===== src/rtl/pipelined_control_unit.sv =====
// pipelined_control_unit: MIPS control decode in ID, carried through ID/EX, EX/MEM and MEM/WB.
// Define CU_MULTICYCLE_EN to decode opcode 7 as a multi-cycle MUL that holds EX (Busy).
module pipelined_control_unit #(
  parameter int unsigned OPW       = 4,
  parameter int unsigned FNW       = 3,
  parameter int unsigned ALUW      = 3,
  parameter int unsigned SELW      = 9,
  parameter int unsigned MC_CYCLES = 4
) (
  input  logic            CLK,
  input  logic            RST_N,
  input  logic [OPW-1:0]  OpCode,
  input  logic [FNW-1:0]  Function,
  input  logic            InstrValid,
  input  logic            Stall,
  input  logic            Flush,
  output logic [ALUW-1:0] EX_ALU,
  output logic [SELW-1:0] EX_SEL,
  output logic            EX_Valid,
  output logic            MEM_MWE,
  output logic            WB_WE,
  output logic            WB_OUTLD,
  output logic            Busy,
  output logic            IllegalOp
);

  logic            d_we, d_mwe, d_outld, d_ill;
  logic [SELW-1:0] d_sel;
  logic [ALUW-1:0] d_alu;
  logic            ex_we, ex_mwe, ex_outld;
  logic            mem_we, mem_outld;
`ifdef CU_MULTICYCLE_EN
  logic            d_mul, ex_mul;
`endif

  always_comb begin
    d_we    = 1'b0;
    d_mwe   = 1'b0;
    d_outld = 1'b0;
    d_ill   = 1'b0;
    d_sel   = '0;
    d_alu   = '0;
`ifdef CU_MULTICYCLE_EN
    d_mul   = 1'b0;
`endif
    if (InstrValid) begin
      case (OpCode)
        OPW'(0): begin d_we = 1'b1; d_sel[4:0] = 5'b00010; d_alu = ALUW'(Function); end
        OPW'(1): begin d_we = 1'b1; d_sel[4:0] = 5'b00001; end
        OPW'(2): begin d_we = 1'b1; d_sel[4:0] = 5'b00101; end
        OPW'(3): begin d_mwe = 1'b1; d_sel[4:0] = 5'b00001; end
        OPW'(4): begin d_sel[4:0] = 5'b01000; d_alu = ALUW'(1); end
        OPW'(5): d_sel[4:0] = 5'b10000;
        OPW'(6): d_outld = 1'b1;
`ifdef CU_MULTICYCLE_EN
        OPW'(7): begin
          d_we = 1'b1; d_sel[4:0] = 5'b00010; d_alu = ALUW'(7); d_mul = 1'b1;
        end
`endif
        default: d_ill = 1'b1;
      endcase
    end
  end

  // ID/EX: hold while Busy, bubble on Flush/Stall, otherwise take the decode
  always_ff @(posedge CLK or negedge RST_N) begin
    if (!RST_N) begin
      EX_Valid  <= 1'b0;
      IllegalOp <= 1'b0;
      EX_ALU    <= '0;
      EX_SEL    <= '0;
      ex_we     <= 1'b0;
      ex_mwe    <= 1'b0;
      ex_outld  <= 1'b0;
    end else if (!Busy) begin
      if (Flush || Stall) begin
        EX_Valid  <= 1'b0;
        IllegalOp <= 1'b0;
        EX_ALU    <= '0;
        EX_SEL    <= '0;
        ex_we     <= 1'b0;
        ex_mwe    <= 1'b0;
        ex_outld  <= 1'b0;
      end else begin
        EX_Valid  <= InstrValid;
        IllegalOp <= d_ill;
        EX_ALU    <= d_alu;
        EX_SEL    <= d_sel;
        ex_we     <= d_we;
        ex_mwe    <= d_mwe;
        ex_outld  <= d_outld;
      end
    end
  end

  always_ff @(posedge CLK or negedge RST_N) begin
    if (!RST_N) begin
      MEM_MWE   <= 1'b0;
      mem_we    <= 1'b0;
      mem_outld <= 1'b0;
      WB_WE     <= 1'b0;
      WB_OUTLD  <= 1'b0;
    end else begin
      MEM_MWE   <= ex_mwe && !Busy;
      mem_we    <= ex_we && !Busy;
      mem_outld <= ex_outld && !Busy;
      WB_WE     <= mem_we;
      WB_OUTLD  <= mem_outld;
    end
  end

`ifdef CU_MULTICYCLE_EN
  typedef enum logic {IDLE, RUN} state_t;
  localparam int unsigned CW = (MC_CYCLES > 2) ? $clog2(MC_CYCLES) : 1;

  state_t        state, state_nx;
  logic [CW-1:0] cnt, cnt_nx;

  always_ff @(posedge CLK or negedge RST_N) begin
    if (!RST_N) ex_mul <= 1'b0;
    else if (!Busy) ex_mul <= d_mul && !(Flush || Stall);
  end

  always_ff @(posedge CLK or negedge RST_N) begin
    if (!RST_N) begin
      state <= IDLE;
      cnt   <= '0;
    end else begin
      state <= state_nx;
      cnt   <= cnt_nx;
    end
  end

  // Busy covers the entry cycle plus MC_CYCLES-1 counted cycles; the MUL leaves EX in the cycle cnt hits 0
  always_comb begin
    state_nx = state;
    cnt_nx   = cnt;
    Busy     = 1'b0;
    case (state)
      IDLE: if (ex_mul) begin
        Busy     = 1'b1;
        state_nx = RUN;
        cnt_nx   = CW'(MC_CYCLES - 1);
      end
      RUN: if (cnt == '0) begin
        state_nx = IDLE;
      end else begin
        Busy   = 1'b1;
        cnt_nx = cnt - CW'(1);
      end
      default: state_nx = IDLE;
    endcase
  end
`else
  assign Busy = 1'b0;
`endif

endmodule

===== config.mk =====
export PLATFORM = sky130hd
export DESIGN_NAME = pipelined_control_unit
export DESIGN_NICKNAME = d
export VERILOG_FILES = /design/src/rtl/pipelined_control_unit.sv
export SDC_FILE = /design/constraint.sdc
export NUM_CORES = 1
export LEC_CHECK = 0
export BUFFER_PORTS_ARGS = -buffer_cell sky130_fd_sc_hd__clkbuf_2
export CAP_MARGIN = 20
export CORE_MARGIN = 2
export CORE_UTILIZATION = 43
export DETAILED_ROUTE_END_ITERATION = 16
export GPL_TIMING_DRIVEN = 1
export PLACE_DENSITY = 0.74
export SYNTH_ARGS = -nofsm -noshare
export SYNTH_HDL_FRONTEND = slang
export SYNTH_SLANG_ARGS = --single-unit

===== constraint.sdc =====
create_clock -name CLK -period 0.8 [get_ports CLK]
set_clock_uncertainty 0.2 [all_clocks]
set_input_delay 0.08 -clock CLK [delete_from_list [all_inputs] [get_ports CLK]]
set_output_delay 0.08 -clock CLK [all_outputs]
set_load 0.01 [all_outputs]

### Word level (Yosys, flattened, before mapping)

Index checks and enable logic that the tools add are counted.

| cells by class | value |
|---|---|
| multiplexer cells | 19 |
| reduce and logical (&&, ||, !) cells | 5 |
| eq/ne operators | 6 |

Operators with widths:

| cell | count |
|---|---|
| one-hot mux 5 bit (5 select lines) | 1 |
| 2-to-1 mux 1 bit | 13 |
| == test 4 x 3 -> 1 bit (second input constant) | 3 |
| 2-to-1 mux 5 bit | 2 |
| == test 4 x 2 -> 1 bit (second input constant) | 2 |
| OR reduction 7 bit | 1 |
| 2-to-1 mux 3 bit | 2 |
| one-hot mux 3 bit (2 select lines) | 1 |
| == test 4 x 1 -> 1 bit (second input constant) | 1 |
| logical NOT 4 bit | 1 |
| OR reduction 3 bit | 1 |
| OR reduction 2 bit | 1 |
| logical OR 1 bit | 1 |

| storage, ports and cells | value |
|---|---|
| output and inout port bits | 18 |
| word-level logic and storage cells | 42 |
| register bits after elaboration | 22 |
| input port bits | 12 |

### Longest topological paths before layout

Gate-level depths: netlist of run 1.

| depth | value |
|---|---|
| word-level depth | 5 |
| depth in mapped cells | 3 |
| mapped depth without buffers | 2 |

### Worst setup path after synthesis of run 1

No wires, ideal clock.

| timing | value |
|---|---|
| kind | input -> register |
| from | in OpCode[3] |
| to | reg EX_ALU[2] |
| data arrival time | 1008 ps |
| cell stages on the path | 3 |
| path buffers | 1 |
| library setup time | 67 ps |
| data required time | 533 ps |
| slack | -475 ps |
| cell sequence | or4b_4 > buf_6 > and4bb_2 |

| on the way | value |
|---|---|
| longest elaborated chain between the ends | 4 |
| elaborated cells on any way between the ends | 5 |
| those cells by class | eq/ne: 1; mux: 3; reduce/logical: 1 |

Ends and longest elaborated chain:

| element | line | text |
|---|---|---|
| start: declaration | 12 | `input logic [OPW-1:0] OpCode,` |
| == test 4 x 3 -> 1 bit / logical NOT 4 bit (equally long branches) | 47 | `case (OpCode)` |
| one-hot mux 3 bit (2 select lines) (*) | 47 |  |
| 2-to-1 mux 3 bit (*) | 46 | `if (InstrValid) begin` |
| 2-to-1 mux 3 bit (*) | 76 | `if (Flush \|\| Stall) begin` |
| end signal: assignment | 87 | `EX_ALU <= d_alu;` |
| end: declaration | 17 | `output logic [ALUW-1:0] EX_ALU,` |

Every way passes the cells marked *; elsewhere a longest branch is shown, timed or not.

### Final worst setup path of run 1

| timing | value |
|---|---|
| from | in OpCode[3] |
| to | reg EX_ALU[1] |

The elaborated chain is that of the path after synthesis.

==> results of run 1 <==
## layout make-up
class                   count  share of cell area
clock buffers               4              0.0401
flip-flops and latches     18               0.498
multi-input cells          25               0.266
well taps                  16              0.0221
repair buffers             27               0.174
## cell usage after synthesis, drive strengths merged
cell type / n
nor2: 3
nand3b: 1
nand2: 1
dfrtp: 18
nor2b: 1
buf: 6
nor4b: 2
conb: 1
a31oi: 1
nor3b: 2
clkbuf: 3
or4b: 1
nor3: 2
and4bb: 3
nor4: 2
## worst max-delay path by stage
stage / slack (ps) / from / cells after the start / endpoint
finish: -280 / OpCode[3] / 3 / EX_ALU[1]
global route: -330 / EX_SEL[1] / 1 / EX_SEL[1]
CTS: -290 / EX_SEL[4] / 1 / EX_SEL[4]
detailed placement: -570 / OpCode[3] / 3 / EX_ALU[1]
global placement: -540 / OpCode[3] / 3 / ex_outld
floorplan: -480 / OpCode[3] / 3 / EX_ALU[2]
## routing by layer
metal / vias up / track usage / wire [µm]
met4: 0 / 0.127 / 19
li1: 206 / - / -
met1: 217 / 0.181 / 493
met5: - / 0 / 0
met3: 2 / 0.0292 / 61
met2: 21 / 0.212 / 576
## power by group
part | internal (mW) | switching, mW
clock | 0.277 | 0.267
combinational | 0.0602 | 0.0933
sequential | 0.918 | 0.00228
total | 1.26 | 0.362
## timing repair
action / CTS / global route
endpoints found under the setup margin: 24 / 42
hold endpoints to repair: 30 / 12
gates cloned: 1 / 0
resized for setup: 6 / 10
pin swaps: 2 / 2
## critical path: stages
cell and delay, ps:
buf_6 100, or4b_4 600, and4bb_2 330
## through the flow
step                 util  instances  hold WS, ps
floorplan               -         51         -416
global placement    0.523         84         -172
detailed placement  0.523         84         -164
CTS                 0.582         90         -154
global route        0.608         90         -149
finish              0.608         90         -135
## cell families after synthesis
| group | synth area share |
|---|---|
| simple gates | 0.221 |
| compound gates | 0.00937 |
| flops | 0.674 |
| buf+inv | 0.0899 |
| other cells | 0.00561 |
==> impl_metrics.json, run 1 <==
{
  "netlist_area_um2": 668,
  "hold_depth": 3,
  "initial_utilization": 0.449,
  "clock-sinks": 18,
  "synth_cell_type_count": 16,
  "overflow": 0,
  "postCtsSetupBuffers": 0,
  "grt_setup_unrepaired": "yes",
  "core_region_area_um2": 1490,
  "fill_cells": 112,
  "dp_hpwl_um": 734,
  "path_class": "primary input to flop",
  "multi_input_area_um2": 240,
  "cap_violations": 0,
  "grtUsageTotal": 0.145,
  "finalHoldViolations": 12,
  "final_common_cell": "clkbuf_2",
  "drtIter0Drc": 3,
  "r2r-end": "mem_outld",
  "die_area_um2": 1890,
  "cts_root_buffer": "clkbuf_4",
  "finalCritPeriodShare": 1.35,
  "avgRoutedWirePerCell_um": 12.8,
  "power-per-cell-area_nw_per_um2": 1790,
  "vias_per_cell": 4.96,
  "fin_nets": 87,
  "mostFrequentLayoutCells": "20 x clkbuf_2, 18 x dfrtp_1, 5 x conb_1",
  "gp_routability_congestion": 0.721,
  "clk_latency_ps": 290,
  "placed_cell_area_um2": 778,
  "hp-class": "primary input to flop",
  "grt_pass1_vias": 436,
  "synth_sequential_area_ratio": 0.674,
  "regArea_um2": 450,
  "dr.pass1.iters": 4,
  "areaGrowthSynthToFinish_pct": 35.4,
  "fin_setup_tns_ps": -5110,
  "outcome": "complete, but fails checks",
  "synth_top_area_share": 0.674,
  "min_to": "EX_Valid",
  "antenna_found_initial": 0,
  "drc": 0,
  "hold_ws_ps": -135,
  "grt_max_degree": 19,
  "drv_slew": 0,
  "postCtsHoldBufs": 1,
  "worst_slack_ps": -278,
  "synthTopCellsByArea": "dfrtp_1 67%, and4bb_2 5.6%, buf_4 5.6%, nor4b_2 4.5%, nor3b_1 2.2%",
  "failed_checks": "hold timing, setup timing",
  "peakVddDrop_mv": 0.858,
  "crit_path_max_fanout": 6,
  "clockBufferDepth": 2,
  "num_antenna_cells": 0,
  "clkTransAtPathRegs_ps": 90,
  "pre_cts_ws_ps": -571,
  "portBuffers": 24,
  "fin_total_pwr_mw": 1.62,
  "via_count": 446,
  "avgSynthCellArea_um2": 14.2,
  "fp-row-count": 14,
  "reg_top3": "EX_SEL: 5 flops, EX_ALU: 3 flops",
  "setup_violations": 24,
  "ys_warn_count": 0,
  "period_needed_ps": 1080,
  "final_layout_size_suffix_gt1_frac": 0.568,
  "cts_made_buffers": 3,
  "ios": 30,
  "worstPathArrival_ps": 1110,
  "cts_tree": "yes",
  "r2r_slack_ps": 100,
  "end_kind": "flop",
  "grt_pass1_wl_mm": 1.88,
  "largest_reg_flops": 5,
  "regMostFlops": "EX_SEL",
  "antenna_left": 0,
  "die_y_um": 43.4,
  "die_w_um": 43.4,
  "min-delay-start": "Stall",
  "yosysTopAreaCell": "dfrtp_1",
  "finalWirelength_mm": 1.15,
  "start_kind": "primary input",
  "synth_cells": 47,
  "power_leakage_nw": 0.467,
  "h-tree-depth": 1,
  "final_cell_area_um2": 905,
  "fmax_mhz": 927,
  "r2r_cells": 0,
  "r2r-start": "ex_outld",
  "required_ps": 830,
  "synth_seq_cells": 18
}
Power figures use the tool's default switching activity.
==> run 2, diff against run 1 <==
RECOVER_POWER = 25   (was unset)
==> impl_metrics.json, run 2 (same netlist as run 1, synthesis figures left out) <==
{
  "outcome": "complete, but fails checks",
  "failed_checks": "hold timing, setup timing",
  "peakVddDrop_mv": 0.858,
  "clockBufferDepth": 2,
  "dr.pass1.iters": 4,
  "final_layout_size_suffix_gt1_frac": 0.554,
  "cts_root_buffer": "clkbuf_4",
  "grt_pass1_wl_mm": 1.88,
  "cts_made_buffers": 3,
  "worstPathArrival_ps": 1110,
  "ios": 30,
  "antenna_left": 0,
  "comb_power_share": 0.095,
  "hold_ws_ps": -135,
  "drc": 0,
  "mostFrequentLayoutCells": "19 x clkbuf_2, 18 x dfrtp_1, 5 x conb_1",
  "num_antenna_cells": 0,
  "r2r_slack_ps": 100,
  "die_area_um2": 1890,
  "fp-row-count": 14,
  "drtIter0Drc": 3,
  "p_seq_frac": 0.569,
  "die_y_um": 43.4,
  "clkTransAtPathRegs_ps": 90,
  "reg_top3": "EX_SEL: 5 flops, EX_ALU: 3 flops",
  "grtUsageTotal": 0.145,
  "die_w_um": 43.4,
  "cts_tree": "yes",
  "vias_per_cell": 4.93,
  "overflow": 0,
  "placed_cell_area_um2": 778,
  "period_needed_ps": 1080,
  "pwr-share-clk": 0.336,
  "postCtsHoldBufs": 1,
  "worstSetupStartpoint": "OpCode[3]",
  "postCtsSetupBuffers": 0,
  "final_cell_area_um2": 903,
  "p_switching_uw": 362,
  "path_class": "primary input to flop",
  "finalHoldViolations": 12,
  "grt_pass1_vias": 436,
  "clock-sinks": 18,
  "power-per-cell-area_nw_per_um2": 1790,
  "drv_slew": 0,
  "dp_hpwl_um": 734,
  "regMostFlops": "EX_SEL",
  "portBuffers": 24,
  "min-delay-start": "Stall",
  "swShare": 0.224,
  "crit_path_max_fanout": 6,
  "h-tree-depth": 1,
  "avgRoutedWirePerCell_um": 12.8,
  "clk_latency_ps": 290,
  "fill_cells": 113,
  "r2r-start": "ex_outld",
  "final_common_cell": "clkbuf_2",
  "grt_setup_unrepaired": "yes",
  "fin_setup_tns_ps": -5110,
  "core_region_area_um2": 1490,
  "finalWirelength_mm": 1.15,
  "gp_routability_congestion": 0.721,
  "end_kind": "flop",
  "fin_nets": 87,
  "start_kind": "primary input",
  "power_leakage_nw": 0.464,
  "initial_utilization": 0.449,
  "setup_violations": 24,
  "areaGrowthSynthToFinish_pct": 35.2,
  "power.internal_mw": 1.26,
  "required_ps": 830,
  "worst_slack_ps": -278,
  "finalCritPeriodShare": 1.35,
  "largest_reg_flops": 5,
  "fmax_mhz": 927,
  "via_count": 444,
  "grt_max_degree": 19,
  "antenna_found_initial": 0,
  "cap_violations": 0,
  "hp-class": "primary input to flop"
}
-- run 2: cell counts in the layout (fill, tap and decap cells not counted) --
Identical to the previous run, type by type.
-- run 2: per-layer routing --
layer  wire, µm  up-vias  GRT usage
li1           -      206          -
met1        493      215      0.181
met2        574       21      0.212
met3         63        2     0.0292
met4         19        0      0.127
met5          0        -          0
-- run 2: critical path, stage by stage --
cell and delay (ps):
buf_6 100, or4b_4 600, and4bb_2 330
-- run 2: power groups by stage --
stage	combinational, mW	sequential, mW	clock [mW]
5_1_grt	0.168	0.922	0.622
6_report	0.153	0.921	0.544
3_5_place_dp	0.118	0.939	0
4_1_cts	0.136	0.921	0.560
2_1_floorplan	0.0737	0.943	0
3_3_place_gp	0.116	0.938	0
-- run 2: repair_timing --
| action | CTS | global route |
|---|---|---|
| hold endpoints to repair | 30 | 12 |
| cloned | 1 | 0 |
| gates resized for setup | 6 | 10 |
| pin swaps | 2 | 2 |
| endpoints found under the setup margin | 24 | 42 |
-- run 2: stage by stage --
stage / std cells / util / power (mW) / setup slack, ps
global route: 90 / 0.607 / 1.71 / -326
global placement: 84 / 0.523 / 1.05 / -544
detailed placement: 84 / 0.523 / 1.06 / -571
floorplan: 51 / - / 1.02 / -475
finish: 90 / 0.607 / 1.62 / -278
CTS: 90 / 0.582 / 1.62 / -289
-- run 2: layout make-up --
class / instances / area (µm²) / area share
Multi-Input combinational cell: 25 / 240 / 0.266
Sequential cell: 18 / 450 / 0.499
Clock buffer: 4 / 36.3 / 0.0402
Tap cell: 16 / 20.0 / 0.0222
Timing Repair Buffer: 27 / 156 / 0.173
-- run 2: path summary, 6_finish.rpt --
check / endpoint / depth (start not counted)
hold reg to reg: WB_OUTLD / 0
setup / recovery: EX_ALU[1] / 3
setup reg to reg: mem_outld / 0
min in group asynchronous: ex_mwe / 2
max in group asynchronous: WB_OUTLD / 2
hold / removal: EX_Valid / 3
